--- src/rtl/kmac_msg_packer.sv ---
// Packs byte-strobed message beats densely into wider output beats with a byte strobe and bit mask.
// Optional strobe-contiguity checking is enabled by defining KMAC_PACKER_STRB_CHECK_EN.
module kmac_msg_packer #(
    parameter int InW  = 64,
    parameter int OutW = 128
) (
    input  logic                clk_i,
    input  logic                rst_ni,
    input  logic                valid_i,
    input  logic [InW-1:0]      data_i,
    input  logic [InW/8-1:0]    strb_i,
    input  logic                last_i,
    output logic                ready_o,
    output logic                valid_o,
    output logic [OutW-1:0]     data_o,
    output logic [OutW/8-1:0]   strb_o,
    output logic [OutW-1:0]     mask_o,
    output logic                last_o,
    input  logic                ready_i,
    output logic                err_o
);

    localparam int InB   = InW / 8;
    localparam int OutB  = OutW / 8;
    localparam int BufW  = OutW + InW;
    localparam int BufB  = BufW / 8;
    localparam int FillW = $clog2(BufB + 1);

    typedef enum logic [1:0] {StIdle, StAccum, StFlush} state_e;

    state_e            state_q, state_d;
    logic [BufW-1:0]   buf_q, buf_d, buf_s;
    logic [FillW-1:0]  fill_q, fill_d, fill_s;
    logic [FillW-1:0]  in_cnt;
    logic [InW-1:0]    in_bytes;
    logic              in_hs, out_hs;

    // Strobed bytes are always the low in_cnt bytes, so compaction is just zeroing the rest.
    always_comb begin
        in_cnt = '0;
        for (int i = 0; i < InB; i++) begin
            in_cnt = in_cnt + FillW'(strb_i[i]);
        end
`ifdef KMAC_PACKER_STRB_CHECK_EN
        if ((strb_i & (strb_i + InB'(1))) != '0) begin
            in_cnt = '0;
        end
`endif
        in_bytes = '0;
        for (int i = 0; i < InB; i++) begin
            in_bytes[8*i +: 8] = (i < int'(in_cnt)) ? data_i[8*i +: 8] : 8'h00;
        end
    end

    always_comb begin
        valid_o = (fill_q >= FillW'(OutB)) || (state_q == StFlush);
        last_o  = (state_q == StFlush) && (fill_q <= FillW'(OutB));
        for (int i = 0; i < OutB; i++) begin
            strb_o[i]        = (i < int'(fill_q));
            mask_o[8*i +: 8] = {8{strb_o[i]}};
        end
        data_o  = buf_q[OutW-1:0] & mask_o;
        ready_o = rst_ni && (state_q != StFlush) &&
                  ((fill_q < FillW'(OutB)) || (valid_o && ready_i));
        in_hs   = valid_i && ready_o;
        out_hs  = valid_o && ready_i;
    end

    // The output shift is applied first so a same-cycle input lands behind the surviving bytes.
    always_comb begin
        buf_s   = out_hs ? (buf_q >> OutW) : buf_q;
        fill_s  = out_hs ? ((fill_q > FillW'(OutB)) ? fill_q - FillW'(OutB) : '0) : fill_q;
        buf_d   = buf_s;
        fill_d  = fill_s;
        state_d = state_q;
        if (in_hs) begin
            buf_d  = buf_s | (BufW'(in_bytes) << (8 * int'(fill_s)));
            fill_d = fill_s + in_cnt;
            if (last_i) begin
                state_d = StFlush;
            end else if (state_q == StIdle) begin
                state_d = StAccum;
            end
        end
        if (out_hs && last_o) begin
            state_d = StIdle;
            fill_d  = '0;
            buf_d   = '0;
        end
    end

    always_ff @(posedge clk_i or negedge rst_ni) begin
        if (!rst_ni) begin
            state_q <= StIdle;
            buf_q   <= '0;
            fill_q  <= '0;
        end else begin
            state_q <= state_d;
            buf_q   <= buf_d;
            fill_q  <= fill_d;
        end
    end

`ifdef KMAC_PACKER_STRB_CHECK_EN
    logic err_q, err_d;

    always_comb begin
        err_d = err_q || (in_hs && ((strb_i & (strb_i + InB'(1))) != '0));
    end

    always_ff @(posedge clk_i or negedge rst_ni) begin
        if (!rst_ni) begin
            err_q <= 1'b0;
        end else begin
            err_q <= err_d;
        end
    end

    assign err_o = err_q;
`else
    assign err_o = 1'b0;
`endif

endmodule
--- config.mk ---
export PLATFORM = sky130hd
export DESIGN_NAME = kmac_msg_packer
export DESIGN_NICKNAME = d
export VERILOG_FILES = /design/src/rtl/kmac_msg_packer.sv
export SDC_FILE = /design/constraint.sdc
export NUM_CORES = 1
export LEC_CHECK = 0
export CAP_MARGIN = 10
export CORE_ASPECT_RATIO = 1.75
export CORE_MARGIN = 2
export CORE_UTILIZATION = 54
export DETAILED_ROUTE_END_ITERATION = 8
export GPL_TIMING_DRIVEN = 0
export PLACE_DENSITY = 0.91
export SYNTH_ARGS = -nofsm -noshare
export SYNTH_HDL_FRONTEND = slang
export SYNTH_SLANG_ARGS = --single-unit
--- constraint.sdc ---
create_clock -name clk_i -period 7.9 [get_ports clk_i]
set_input_delay 2.37 -clock clk_i [delete_from_list [all_inputs] [get_ports clk_i]]
set_output_delay 2.37 -clock clk_i [all_outputs]
set_load 0.1 [all_outputs]
# Yosys cells after proc, flatten, opt, wreduce, memory -nomap -nowiden
# Index checks and enable logic that the tools add are counted.
[totals] ff_bits=199 inputBits=77 out_inout_bits=276 wordCells=76
[classes] n_addsub=9 magnitude_cmp=28 eq_ne=2 n_shift=1 n_mux=19 bitwise=2 n_reduce_logical=12
[op_table] cell="2-to-1 mux 192 bit" count=3
[op_table] cell="bitwise OR 192 bit" count=1
[op_table] cell="<< shifter 64 x 8 -> 192 bit" count=1
[op_table] cell="AND 128 bit" count=1
[op_table] cell="2-to-1 mux 8 bit" count=8
[op_table] cell="less-than comparator 3 x 5 -> 1 bit, first input constant" count=8
[op_table] cell="less-than comparator 4 x 5 -> 1 bit, first input constant" count=8
[op_table] cell="less-than comparator 1 x 5 -> 1 bit, first input constant" count=4
[op_table] cell="less-than comparator 2 x 5 -> 1 bit, first input constant" count=4
[op_table] cell="2-to-1 mux 5 bit" count=4
[op_table] cell="adder 5 x 1 -> 5 bit" count=3
[op_table] cell="2-to-1 mux 2 bit" count=4
[op_table] cell="logical AND 1 bit" count=6
[op_table] cell="adder 4 x 1 -> 5 bit" count=1
[op_table] cell="adder 5 bit" count=1
[op_table] cell=">= comparator 5 bit, second input constant" count=1
[op_table] cell="> comparator 5 bit, second input constant" count=1
[op_table] cell="<= comparator 5 bit, second input constant" count=1
[op_table] cell="less-than comparator 5 bit, second input constant" count=1
[op_table] cell="subtractor 5 bit, second input constant" count=1
[op_table] cell="adder 3 x 1 -> 4 bit" count=1
[op_table] cell="adder 2 x 1 -> 3 bit" count=1
[op_table] cell="nonzero test 3 bit" count=1
[op_table] cell="adder 1 x 1 -> 2 bit" count=1
[op_table] cell="other kinds (6)" count=7

# Longest topological paths before layout
[depth] depth_word=13 depth_mapped=16 depth_no_buf=14

# Worst setup path before layout
# OpenSTA, ideal clock, no wires.
[synth_path] path_type="in2reg" startpoint="in strb_i[0]" endpoint="reg buf_q[42]" setup_ps=146 arrival_time_ps=6150 required_ps=7754 path_slack_ps=1604 cell_stages=14 n_path_buf=0 cell_sequence="inv_1 -> fa_1 -> fa_1 -> fa_1 -> inv_1 -> ha_1 -> inv_1 -> fa_1 -> nor4bb_1 -> a21oi_1 -> a32o_2 -> mux2i_1 -> o221a_1 -> a211oi_2"
[synth_between] elab_chain_len=13 word_cells_on_any_way=27 classes_between="7 x add/sub; 8 x order compare; 1 x shift; 10 x mux; 1 x bitwise"
[synth_rtl] element="start, declared" line="11" rtl="input logic [InW/8-1:0] strb_i,"
[synth_rtl] element="adder 1 x 1 -> 2 bit (*)" line="42" rtl="in_cnt = in_cnt + FillW'(strb_i[i]);"
[synth_rtl] element="adder 2 x 1 -> 3 bit (*)" line="42"
[synth_rtl] element="adder 3 x 1 -> 4 bit (*)" line="42"
[synth_rtl] element="adder 4 x 1 -> 5 bit (*)" line="42"
[synth_rtl] element="adder 5 x 1 -> 5 bit (*) (3 in a row)" line="42"
[synth_rtl] element="less-than comparator 1 x 5 -> 1 bit, or another cell as far along" line="51" rtl="in_bytes[8*i +: 8] = (i < int'(in_cnt)) ? data_i[8*i +: 8] : 8'h00;"
[synth_rtl] element="2-to-1 mux 8 bit" line="51"
[synth_rtl] element="<< shifter 64 x 8 -> 192 bit (*)" line="77" rtl="buf_d = buf_s | (BufW'(in_bytes) << (8 * int'(fill_s)));"
[synth_rtl] element="bitwise OR 192 bit (*)" line="77"
[synth_rtl] element="2-to-1 mux 192 bit (*)" line="76" rtl="if (in_hs) begin"
[synth_rtl] element="2-to-1 mux 192 bit (*)" line="85" rtl="if (out_hs && last_o) begin"
[synth_rtl] element="net buf_d[42]" line="32" rtl="logic [BufW-1:0] buf_q, buf_d, buf_s;"
[synth_rtl] element="end signal, assigned" line="99" rtl="buf_q <= buf_d;"
[synth_rtl] element="end, declared" line="32"
# The timed path passes the listed nets; every way through them passes the cells marked *.
# A chain may end at the register's enable or synchronous reset.

# Worst setup path after layout
[layout_path] startpoint="in strb_i[0]" endpoint="reg buf_q[36]"
# Same word-level chain as after synthesis.

==> metrics.txt <==
fin util 73.0%; Final Hold Fails 0; Synth cell types 66; Fmax 135 MHz; setup TNS 0 ps; CP Class in -> reg; post-synth top area share 37.4%; post-route cell area 17800 um^2; Min-Delay Path Depth 2; Skew-Pair Late Insertion Delay 480 ps; IO Count 353; GRT overflow 0; FF-to-FF path depth 8; Synth async-reset ratio 100%; Sink Count 199; Primary FF master, synth dfrtp_1; RSZ-0062 raised after global routing false; I/O Buffers 351; commonest cells in the netlist 199 x dfrtp_1, 152 x nand2_1, 141 x buf_4; first-pass iteration count of the detailed router 7; CTS Hold Bufs 0; clock skew 8.89 ps; layout cells sized above 1 13.7%; htree depth 4; CP max stage cell a21oi_1; Fill cells 1737; Die ar. 26000 um^2; largest net degree at the start of global routing 114; Hold WS 491 ps; gpl congestion 1.17; CTS root buf clkbuf_16; leading post-synthesis cells by cell area dfrtp_1 37%, buf_4 8.0%, mux2i_1 5.4%, nand2_1 4.3%, and2_1 3.9%; CTS tree yes; critical path's most frequent cell fa_1; max-cap viol count 0; n_diodes 0; crit path time final 7410 ps; Synth Instances 1469; Worst setup SP type input port; core area 24400 um^2; first-pass GRT wire length 97100 um; most common cell in the synthesized netlist dfrtp_1; drt total wl 68000 um; synth warn 0; Post-synth EDFFs 0; Worst EP required 8270 ps; Via density 7.02; ANT nets after route 0; nature of the critical path endpoint flip-flop; crit path DAT 7790 ps; Die X 123 um; Post-Syn Area 13300 um^2; drt drc 0; Max-slew headroom 11.2%; cell chain of the critical path clkdlybuf4s50_1 > inv_1 > fa_1 > fa_1 > fa_1 > inv_1 > ha_1 > inv_1 > fa_1 > nor2b_1 > nand2b_1 > buf_1 > nand4_1 > a21oi_1 > a211oi_1 > o32ai_1; TritonCTS buffer count 17; average size of a mapped cell 9.06 um^2; DR iter-0 viols 2162; slew of the pin with the lowest slew margin 1330 ps; Syn-to-layout area delta 34.1%; setup bufs post-CTS 0; cell taking the most area after synthesis dfrtp_1; Placed Area 17300 um^2; total number of vias 15215; synthesized flop and latch total 199; clk slew on worst S/H paths 80 ps; Starting Density 54.5%; Setup violations, final 0; dpl hpwl 51500 um; crit-path max cell delay 950 ps; height of the die 212 um; layout net count 1930; clk buf depth 2; CP max FO 8; row count 76; syn nets 1557; Routed WL per cell 31.4 um; Hold Path Class reg -> reg; final worst-path cycle share 93.9%; All-Layer GR Usage 52.6%; Slew Limit Fails 0; number of global-route vias before repair 15019; post_cts resized 0; initial antenna violation count 1; sequential-to-total area share from yosys stat 37.4%; status completed
routing by layer:
layer,track usage [%],routed length [um]
met1,54.4,20300
met2,79.5,30600
met3,19.0,8410
met4,52.6,8700
met5,0,14
cell usage in the layout, fill, tap and decap left out, drive strengths merged, types with 26 or more instances in the layout:
cell type,synthesis,layout
nor2b,68,68
and2,82,82
dfrtp,199,199
o21ai,61,61
mux2i,72,72
buf,181,185
and3,26,26
inv,27,31
nor2,32,32
clkdlybuf4s50,0,350
o22ai,32,32
nand3,60,60
nand2,153,153
a222oi,33,33
o221ai,40,40
a21oi,70,70
clkbuf,63,82
a22oi,40,40
worst paths after layout:
path	start	to	slack, ps
min in group asynchronous	rst_ni	buf_q[51]	1860
max reg2reg	fill_q[4]	buf_q[124]	4370
min reg2reg	buf_q[154]	buf_q[154]	490
max in group asynchronous	rst_ni	buf_q[136]	4980
min	buf_q[154]	buf_q[154]	490
max	strb_i[0]	buf_q[36]	490
logic make-up after synthesis:
family / synth area share (%)
xor gates and xnor gates: 0.254
buffers and inverters: 12.1
other: 0.0282
muxes: 5.41
adders and majority gates: 1.39
AOI/OAI and AO/OA: 24.9
and+or+nand+nor: 18.5
DFF: 37.4
metrics by stage:
stage          cells  setup slack [ps]
4_1_cts         2166               441
3_5_place_dp    2134               246
3_3_place_gp    2132             -6900
6_report        2167               486
2_1_floorplan   1469              1600
5_1_grt         2167               214
critical path: cells and delay by family:
kind                     cells  cell delay (ps)
adder cells (fa/ha/maj)      5             2210
AO/OA/AOI/OAI                3             1720
buffers and inverters        5              950
AND/OR/NAND/NOR              3              530
cell type report:
| class | instances | area [um^2] | area share, % |
|---|---|---|---|
| multi-input combinational | 999 | 6730 | 37.7 |
| clock inverter | 13 | 118 | 0.659 |
| sequential | 199 | 4980 | 27.9 |
| timing repair buffer | 354 | 3560 | 20.0 |
| clock buffer | 19 | 453 | 2.54 |
| tap | 312 | 390 | 2.19 |
| buffer | 244 | 1510 | 8.45 |
| inverter | 27 | 101 | 0.568 |
sequential cells by signal (all words and copies together), names as in the netlist:
name / cells
fill_q: 5
state_q: 2
buf_q: 192
Power is left out: the tool's default activity adds up to more than one toggle a clock period on the data nets, which glitch-free logic cannot reach.
